## config.mk

```make
export PLATFORM = sky130hd
export DESIGN_NAME = stack2pipe_n
export DESIGN_NICKNAME = d
export VERILOG_FILES = /design/src/rtl/stack2pipe_n.sv
export SDC_FILE = /design/constraint.sdc
export NUM_CORES = 1
export LEC_CHECK = 0
export ABC_AREA = 0
export BUFFER_PORTS_ARGS = -buffer_cell sky130_fd_sc_hd__buf_4
export CELL_PAD_IN_SITES_DETAIL_PLACEMENT = 1
export CELL_PAD_IN_SITES_GLOBAL_PLACEMENT = 2
export CORE_MARGIN = 2
export CORE_UTILIZATION = 30
export DETAILED_ROUTE_END_ITERATION = 10
export HOLD_SLACK_MARGIN = 0.05
export PLACE_DENSITY = 0.65
export SLEW_MARGIN = 10
export SYNTH_ARGS = -nofsm -noshare
export SYNTH_HDL_FRONTEND = slang
export SYNTH_SLANG_ARGS = --single-unit
```

## constraint.sdc

```tcl
create_clock -name clk -period 3.38 [get_ports clk]
set_input_delay 0.338 -clock clk [delete_from_list [all_inputs] [get_ports clk]]
set_output_delay 0.338 -clock clk [all_outputs]
set_load 0.03 [all_outputs]
```

## src/rtl/stack2pipe_n.sv

```systemverilog
// Parametrised j1a-style data/return stack: registered top-of-stack plus a DEPTH-entry circular array.
// Optional overflow/underflow suppression with sticky flags is enabled by defining STACK_GUARD_EN.
module stack2pipe_n #(
    parameter int unsigned WIDTH = 16,
    parameter int unsigned DEPTH = 16
) (
    input  logic                         clk,
    input  logic                         resetq,
    input  logic [WIDTH-1:0]             wd,
    input  logic                         we,
    input  logic [1:0]                   delta,
    input  logic                         clr_err,
    output logic [WIDTH-1:0]             rd,
    output logic [WIDTH-1:0]             nos,
    output logic [$clog2(DEPTH+1)-1:0]   depth,
    output logic                         overflow,
    output logic                         underflow
);

    localparam int unsigned PW = $clog2(DEPTH);
    localparam int unsigned CW = $clog2(DEPTH + 1);

    localparam logic [1:0] D_HOLD = 2'b00;
    localparam logic [1:0] D_PUSH = 2'b01;
    localparam logic [1:0] D_POP2 = 2'b10;
    localparam logic [1:0] D_POP  = 2'b11;

    logic [WIDTH-1:0] mem [DEPTH];

    logic [WIDTH-1:0] t_q, t_n;
    logic [PW-1:0]    sp_q, sp_n;
    logic [CW-1:0]    depth_q, depth_n;
    logic             overflow_q, underflow_q;

    logic             mem_we;
    logic [PW-1:0]    mem_wa;
    logic             ovf_c, unf_c;

    // Guard conditions; without the guard they never fire and the array wraps like legacy j1a.
    always_comb begin
        ovf_c = 1'b0;
        unf_c = 1'b0;
`ifdef STACK_GUARD_EN
        ovf_c = (delta == D_PUSH) && (depth_q == CW'(DEPTH));
        unf_c = ((delta == D_POP)  && (depth_q == CW'(0))) ||
                ((delta == D_POP2) && (depth_q <  CW'(2)));
`endif
    end

    // Next state for T, sp, depth and the array write.
    always_comb begin
        t_n     = t_q;
        sp_n    = sp_q;
        depth_n = depth_q;
        mem_we  = 1'b0;
        mem_wa  = sp_q + PW'(1);
        if (!(ovf_c || unf_c)) begin
            case (delta)
                D_HOLD: begin
                    if (we) t_n = wd;
                end
                D_PUSH: begin
                    mem_we  = 1'b1;
                    sp_n    = sp_q + PW'(1);
                    t_n     = we ? wd : t_q;
                    depth_n = (depth_q == CW'(DEPTH)) ? depth_q : depth_q + CW'(1);
                end
                D_POP: begin
                    sp_n    = sp_q - PW'(1);
                    t_n     = we ? wd : mem[sp_q];
                    depth_n = (depth_q == CW'(0)) ? CW'(0) : depth_q - CW'(1);
                end
                D_POP2: begin
                    sp_n    = sp_q - PW'(2);
                    t_n     = we ? wd : mem[sp_q - PW'(1)];
                    depth_n = (depth_q < CW'(2)) ? CW'(0) : depth_q - CW'(2);
                end
            endcase
        end
    end

    always_ff @(posedge clk or negedge resetq) begin
        if (!resetq) begin
            t_q         <= '0;
            sp_q        <= '0;
            depth_q     <= '0;
            overflow_q  <= 1'b0;
            underflow_q <= 1'b0;
        end else begin
            t_q         <= t_n;
            sp_q        <= sp_n;
            depth_q     <= depth_n;
            // A new error wins over a simultaneous clear.
            overflow_q  <= ovf_c | (overflow_q  & ~clr_err);
            underflow_q <= unf_c | (underflow_q & ~clr_err);
        end
    end

    // Array contents are deliberately left unreset.
    always_ff @(posedge clk) begin
        if (mem_we) mem[mem_wa] <= t_q;
    end

    assign rd        = t_q;
    assign nos       = mem[sp_q];
    assign depth     = depth_q;
    assign overflow  = overflow_q;
    assign underflow = underflow_q;

endmodule

```

==> out/qor.tcl, run 1 <==
set qor(hold-path-endpoint) {rd[12]}
set qor(finalCriticalPeriod_ps) 3200
set qor(clock_tree.buffer_depth) 3
set qor(worstSkewPairLatency_ps) 570
set qor(num_io_pins) 61
set qor(run_status) {finished clean}
set qor(fraction_of_final_layout_cells_sized_beyond_drive_strength_1_pct) 30.9
set qor(worstReg2RegEnd) {mem[12][14]}
set qor(clk_root_buffer_cell) {clkbuf_16}
set qor(initial_util_pct) 30.2
set qor(cp_max_fo) 21
set qor(reg2regPathDepth) 7
set qor(worst-r2r-setup-slack_ps) 600
set qor(hp-start) {wd[12]}
set qor(height_of_the_die_um) 217
set qor(yosys_register_bits) 283
set qor(finalMaxSlewViolations) 0
set qor(fin_tns_setup_ps) 0
set qor(ys_seq_area_share_pct) 61.4
set qor(nets) 934
set qor(layout-area-overhead-vs-synth_pct) 18.5
set qor(rsz_0062_raised_after_global_routing) {no}
set qor(cts_inserted_buffers) 31
set qor(synth_most_common_cell) {edfxtp_1}
set qor(layout.cell_area.non_filler_um2) 16100
set qor(critical-path-max-stage-delay_ps) 590
set qor(kind_of_end_point_of_the_critical_path) {output pin}
set qor(synth.net_count) 833
set qor(r2r_startpoint) {sp_q[1]}
set qor(netlist_top_cells_count) {edfxtp_1, mux4_2, mux2i_1}
set qor(final.setup_skew_ps) 21.2
set qor(setup_violations) 0
set qor(hold_depth) 3
set qor(antenna_found_initial) 0
set qor(tot_gr_track_use_pct) 17.7
set qor(buffer_ports.inserted) 60
set qor(path_class_of_the_lowest_slack_min_delay_path) {in2reg}
set qor(cell_area_after_technology_mapping_um2) 13600
set qor(timing.max_cap.violations) 0
set qor(cts_tree) {done}
set qor(dieArea_um2) 47100
set qor(clk_pin_slew_worst_paths_ps) 70
set qor(relSlewSlack_pct) 40.4
set qor(detailedPlacementHpwl_um) 25800
set qor(data_arrival_at_the_endpoint_of_the_critical_path_ps) 2870
set qor(largest_cells_by_area_after_synthesis) {edfxtp_1, mux4_2, mux2i_1, dfrtp_1, a221oi_1}
set qor(crit_path_cell_trace) {buf_4, mux4_2, mux4_2, buf_4}
set qor(design.core.area_um2) 45100
set qor(max-vdd-ir-drop_mv) 0.457
set qor(achievable-frequency_mhz) 312
set qor(yosys.area.top_type_share_pct) 56.5
set qor(final_hold_viol_count) 0
set qor(dpl.cell_count) 1456
set qor(placementRows) 78
set qor(place_worst_setup_slack_ps) 628
set qor(proportion_of_synthesized_flip_flops_having_asynchronous_set_or_reset_pct) 9.54
set qor(cp_startpoint_kind) {register}
set qor(vias) 8237
set qor(ant_nets) 0
set qor(stdcell_count) 1521
set qor(netlist.top_cell.by_area) {edfxtp_1}
set qor(synth-main-ff-cell) {edfxtp_1}
set qor(grt_pass1_wl_um) 60600
set qor(clock_sink_count) 283
set qor(num_antenna_cells) 0
set qor(globalRoute.totalOverflow) 0
set qor(timing.critical_path.slowest_stage_cell) {mux4_2}
set qor(wire_per_inst_um) 27.1
set qor(first_global_vias) 8563
set qor(gpl.final_weighted_congestion) 0.769
set qor(synth-edff-count) 256
set qor(tightest_slew_ps) 885
set qor(min_period_over_period_pct) 94.8
set qor(syn_area_per_cell_um2) 17.1
set qor(cp.required_ps) 3040
set qor(grt_max_degree) 69
set qor(yosysWarnings) 0
set qor(route.detailed.drc) 0
set qor(drt_iter0_markers) 682
set qor(routed_wl_um) 41200
set qor(critical_path_class) {reg2out}
set qor(synthDistinctLibCells) 44
set qor(floorplan.die.width_um) 217
set qor(power.static_leakage_uw) 0.00562
set qor(detailed_place.area_um2) 15000
set qor(first_pass_iters) 5
set qor(fin_total_pwr_uw) 16100
set qor(fin_ws_ps) 176
set qor(clock_tree.htree_level_count) 1
set qor(p_per_area_nw_per_um2) 995
set qor(routed_via_count_divided_by_cell_count) 5.42
set qor(syn_inst) 797
[sequential cells by signal, summed over array words and instances, names as in the netlist]
name,cells
sp_q,4
depth,5
mem,256
rd,16
overflow,1
underflow,1
[where the power goes]
part	internal [uW]	switching, uW	total, uW
clock	1950	1380	3330
sequential	4550	620	5170
combinational	3310	4260	7570
[critical path, delay by kind of cell, from the launching register on]
kind / cells / cell delay [ps]
flip-flops: 1 / 540
buffers and inverters: 2 / 640
multiplexers: 2 / 1100
[cells by family (layout without fill, tap and decap cells)]
logic type	count (synthesis)	after routing	share of synthesized area, %
DFF	283	283	61.4
muxes	192	192	23.3
AOI/OAI and AO/OA	140	140	7.45
and+or+nand+nor	81	81	2.86
buffers and inverters	75	199	2.90
adders and majority gates	14	14	1.29
xor gates and xnor gates	12	12	0.772
[layout by cell type, fill, tap and decap left out, types with 5 or more instances in the layout]
| master | netlist | final |
|---|---|---|
| mux4_2 | 100 | 100 |
| a221oi_1 | 30 | 29 |
| nand2_1 | 22 | 22 |
| a22o_1 | 7 | 7 |
| o211ai_1 | 10 | 10 |
| a22oi_1 | 16 | 16 |
| mux2i_1 | 92 | 92 |
| inv_1 | 18 | 18 |
| buf_4 | 7 | 107 |
| xnor2_1 | 8 | 8 |
| o22a_1 | 10 | 10 |
| buf_12 | 0 | 5 |
| a21oi_1 | 14 | 14 |
| nor2_2 | 0 | 18 |
| nor2_1 | 26 | 8 |
| dfrtp_1 | 27 | 25 |
| nand2b_1 | 12 | 12 |
| or3_1 | 7 | 7 |
| dlygate4sd3_1 | 0 | 9 |
| clkinv_2 | 0 | 6 |
| o22ai_1 | 16 | 16 |
| clkbuf_1 | 19 | 6 |
| clkbuf_16 | 0 | 31 |
| edfxtp_1 | 256 | 256 |
| o21ai_0 | 18 | 18 |
| nor2b_1 | 6 | 5 |
| o21a_1 | 9 | 9 |
| clkinv_1 | 2 | 7 |
| ha_1 | 14 | 13 |
[per-layer routing]
layer  routed length (um)  up-vias  part of all wire (%)  GRT usage [%]
li1                     -     3506                     -              -
met1                18500     4454                    45           25.2
met2                19500      232                    47           28.7
met3                 2480       45                   6.0           2.33
met4                  745        0                   1.8           4.02
met5                    0        -                     0              0
[stage by stage]
stage | util, % | hold WS (ps)
final | 35.8 | 72.5
after global routing | 35.8 | 67.8
after CTS | 35.8 | 56.1
after detailed placement | 33.4 | 379
after global placement | 33.4 | 378
after floorplan | - | 42.4
[repair_timing]
action,in CTS,in global routing
hold buffers,9,0
setup endpoints to repair,0,6
resized for setup,0,3
hold endpoints to repair,36,0
setup buffers,0,0
[worst max-delay path by stage]
| stage | endpoint | start | slack, ps | depth (start not counted) |
|---|---|---|---|---|
| 6_report | nos[0] | sp_q[1] | 180 | 4 |
| 5_1_grt | nos[14] | sp_q[0] | 30 | 7 |
| 4_1_cts | nos[1] | sp_q[0] | 8 | 7 |
| 3_5_place_dp | mem[12][9] | sp_q[1] | 630 | 7 |
| 3_3_place_gp | nos[1] | sp_q[0] | 660 | 7 |
| 2_1_floorplan | rd[1] | sp_q[0] | 430 | 12 |
[layout make-up]
class                           count  area, um2
Fill cell                        4584      28900
Clock buffer                       39        826
Clock inverter                     17        163
Tap cell                          600        751
Multi-Input combinational cell    439       4940
Timing Repair Buffer              123       1020
Sequential cell                   283       8370
Inverter                           20       75.1
Note: power is estimated with default switching activity, not from simulation.
==> inputs of run 2 (changes only) <==
--- a/config.mk
+++ b/config.mk
@@ -14,7 +14,7 @@
 export DETAILED_ROUTE_END_ITERATION = 10
 export HOLD_SLACK_MARGIN = 0.05
 export PLACE_DENSITY = 0.65
-export SLEW_MARGIN = 10
+export SLEW_MARGIN = 25
 export SYNTH_ARGS = -nofsm -noshare
 export SYNTH_HDL_FRONTEND = slang
 export SYNTH_SLANG_ARGS = --single-unit
==> constraint.sdc (replaced) <==
create_clock -name clk -period 3.1 [get_ports clk]
set_input_delay 0.31 -clock clk [delete_from_list [all_inputs] [get_ports clk]]
set_output_delay 0.31 -clock clk [all_outputs]
set_load 0.03 [all_outputs]
==> run 2 against run 1 <==
Worst hold slack got worse by 1.9 ps. Final cell count rose by 1.7%. Wire length fell by 0.13%. Clock power rose by 5%. Critical path depth rose by 3. Critical path type unchanged. Critical endpoint is now nos[15].
==> out/qor.tcl, run 2 (synthesized netlist as in run 1, its figures left out) <==
set qor(cts_inserted_buffers) 30
set qor(critical-path-max-stage-delay_ps) 520
set qor(floorplan.die.width_um) 217
set qor(met3_wirelength_um) 2110
set qor(timing.max_cap.violations) 0
set qor(finalMaxSlewViolations) 0
set qor(cp-endpoint) {nos[15]}
set qor(wl_met1_um) 18200
set qor(path_class_of_the_lowest_slack_min_delay_path) {in2reg}
set qor(worstReg2RegEnd) {rd[10]}
set qor(crit_family) {buffers and inverters}
set qor(fraction_of_final_layout_cells_sized_beyond_drive_strength_1_pct) 34.2
set qor(vias) 8309
set qor(finalCriticalPeriod_ps) 3020
set qor(ant_nets) 0
set qor(detailedPlacementHpwl_um) 25800
set qor(layout.filler_cells) 4581
set qor(place_worst_setup_slack_ps) 393
set qor(grt_pass1_wl_um) 60300
set qor(initial_util_pct) 30.2
set qor(dieArea_um2) 47100
set qor(relSlewSlack_pct) 42.0
set qor(fin_tns_setup_ps) 0
set qor(cp_num_buf_inv) 4
set qor(max_flop_register) {mem}
set qor(largest_register_ffs) 256
set qor(design.core.area_um2) 45100
set qor(setup_violations) 0
set qor(tightest_slew_ps) 868
set qor(crit_cells) 7
set qor(critical_path_class) {reg2out}
set qor(worst-r2r-setup-slack_ps) 290
set qor(layout_commonest_cell) {edfxtp_1}
set qor(clock_tree.htree_level_count) 1
set qor(cts_tree) {done}
set qor(clk_pin_slew_worst_paths_ps) 60
set qor(crit_path_cell_trace) {buf_4, nor2_4, buf_4, a221oi_1, o22ai_1, inv_1, buf_4}
set qor(route.detailed.drc) 0
set qor(clock_sink_count) 283
set qor(power.static_leakage_uw) 0.00577
set qor(gpl.final_weighted_congestion) 0.753
set qor(antenna_found_initial) 0
set qor(regArea_um2) 8370
set qor(num_io_pins) 61
set qor(tot_gr_track_use_pct) 17.5
set qor(timing.critical_path.mode_cell) {buf_4}
set qor(grt_max_degree) 29
set qor(max-vdd-ir-drop_mv) 0.427
set qor(nets) 959
set qor(routed_wl_um) 41200
set qor(highest-signal-layer) {met4}
set qor(num_antenna_cells) 0
set qor(routed_via_count_divided_by_cell_count) 5.37
set qor(cp.required_ps) 2790
set qor(kind_of_end_point_of_the_critical_path) {output pin}
set qor(run_status) {finished clean}
set qor(buffer_ports.inserted) 60
set qor(worstSkewPairLatency_ps) 590
set qor(achievable-frequency_mhz) 331
set qor(combined_area_of_the_multi_input_logic_cells_um2) 5030
set qor(p_per_area_nw_per_um2) 1080
set qor(r2r_startpoint) {sp_q[0]}
set qor(data_arrival_at_the_endpoint_of_the_critical_path_ps) 2710
set qor(placementRows) 78
set qor(wl_met2_um) 20000
set qor(critical_path.startpoint) {sp_q[1]}
set qor(layout-area-overhead-vs-synth_pct) 20.6
set qor(drt_iter0_markers) 608
set qor(rsz_0062_raised_after_global_routing) {yes}
set qor(first_global_vias) 8728
set qor(min_period_over_period_pct) 97.4
set qor(cp_startpoint_kind) {register}
set qor(fin_ws_ps) 81.0
set qor(first_pass_iters) 5
set qor(reg2regPathDepth) 10
set qor(final_hold_viol_count) 0
set qor(mostFrequentLayoutCells) {edfxtp_1, buf_4, mux4_2, mux2i_1, clkbuf_16}
set qor(height_of_the_die_um) 217
set qor(cp_max_fo) 16
set qor(final.setup_skew_ps) 28.4
set qor(clk_root_buffer_cell) {clkbuf_16}
set qor(globalRoute.totalOverflow) 0
set qor(clock_tree.buffer_depth) 3
set qor(wire_per_inst_um) 26.6
set qor(timing.critical_path.slowest_stage_cell) {nor2_4}
==> run 2: area by class of cell <==
| cell class | count | area share (%) |
|---|---|---|
| Inverter | 20 | 0.457 |
| Tap cell | 600 | 4.57 |
| Sequential cell | 283 | 50.9 |
| Timing Repair Buffer | 149 | 7.60 |
| Multi-Input combinational cell | 439 | 30.6 |
| Clock inverter | 21 | 1.12 |
| Clock buffer | 35 | 4.68 |
==> run 2: worst reg2reg max path, cell delays in order (launching register included) <==
cell	delay, ps
dfrtp_4	540
buf_2	190
buf_4	140
inv_1	130
ha_1	340
xor2_4	170
buf_4	340
buf_4	320
mux2i_1	220
o22a_1	190
o211ai_1	90
==> run 2: worst min-delay path by stage <==
stage | endpoint | start | slack, ps | cells past startpoint
floorplan | depth[0] | resetq | 10 | 0
global placement | rd[12] | resetq | 370 | 1
detailed placement | rd[12] | resetq | 360 | 1
CTS | rd[4] | wd[4] | 50 | 3
global route | rd[4] | wd[4] | 70 | 3
finish | rd[1] | wd[1] | 70 | 3
==> run 2: per-layer routing <==
| metal | vias up | GRT usage (%) |
|---|---|---|
| li1 | 3555 | - |
| met1 | 4475 | 23.9 |
| met2 | 232 | 29.0 |
| met3 | 47 | 2.77 |
| met4 | 0 | 4.91 |
| met5 | - | 0 |
==> run 2: repair_timing <==
item | in CTS | in global routing
hold endpoints to repair | 39 | 0
resized for setup | 8 | 11
endpoints found under the setup margin | 10 | 14
buffers inserted | 3 | 6
hold buffers | 12 | 0
pin swaps | 0 | 0
==> run 2: power by group <==
group / internal [uW] / total [uW] / switching [uW]
Clock: 1960 / 3510 / 1550
Sequential: 4960 / 5590 / 634
Combinational: 3840 / 8600 / 4760
Total: 10800 / 17700 / 6940
==> run 2: metrics by stage <==
step / instance area [um2] / hold slack, ps / util [%] / cells / power, uW
6_report: 16400 / 70.6 / 36.4 / 1547 / 17700
5_1_grt: 16400 / 66.2 / 36.4 / 1547 / 18600
4_1_cts: 16300 / 54.5 / 36.2 / 1541 / 17700
3_5_place_dp: 15200 / 357 / 33.7 / 1470 / 14100
3_3_place_gp: 15200 / 372 / 33.7 / 1470 / 14000
2_1_floorplan: 13600 / 14.4 / - / 797 / 11100
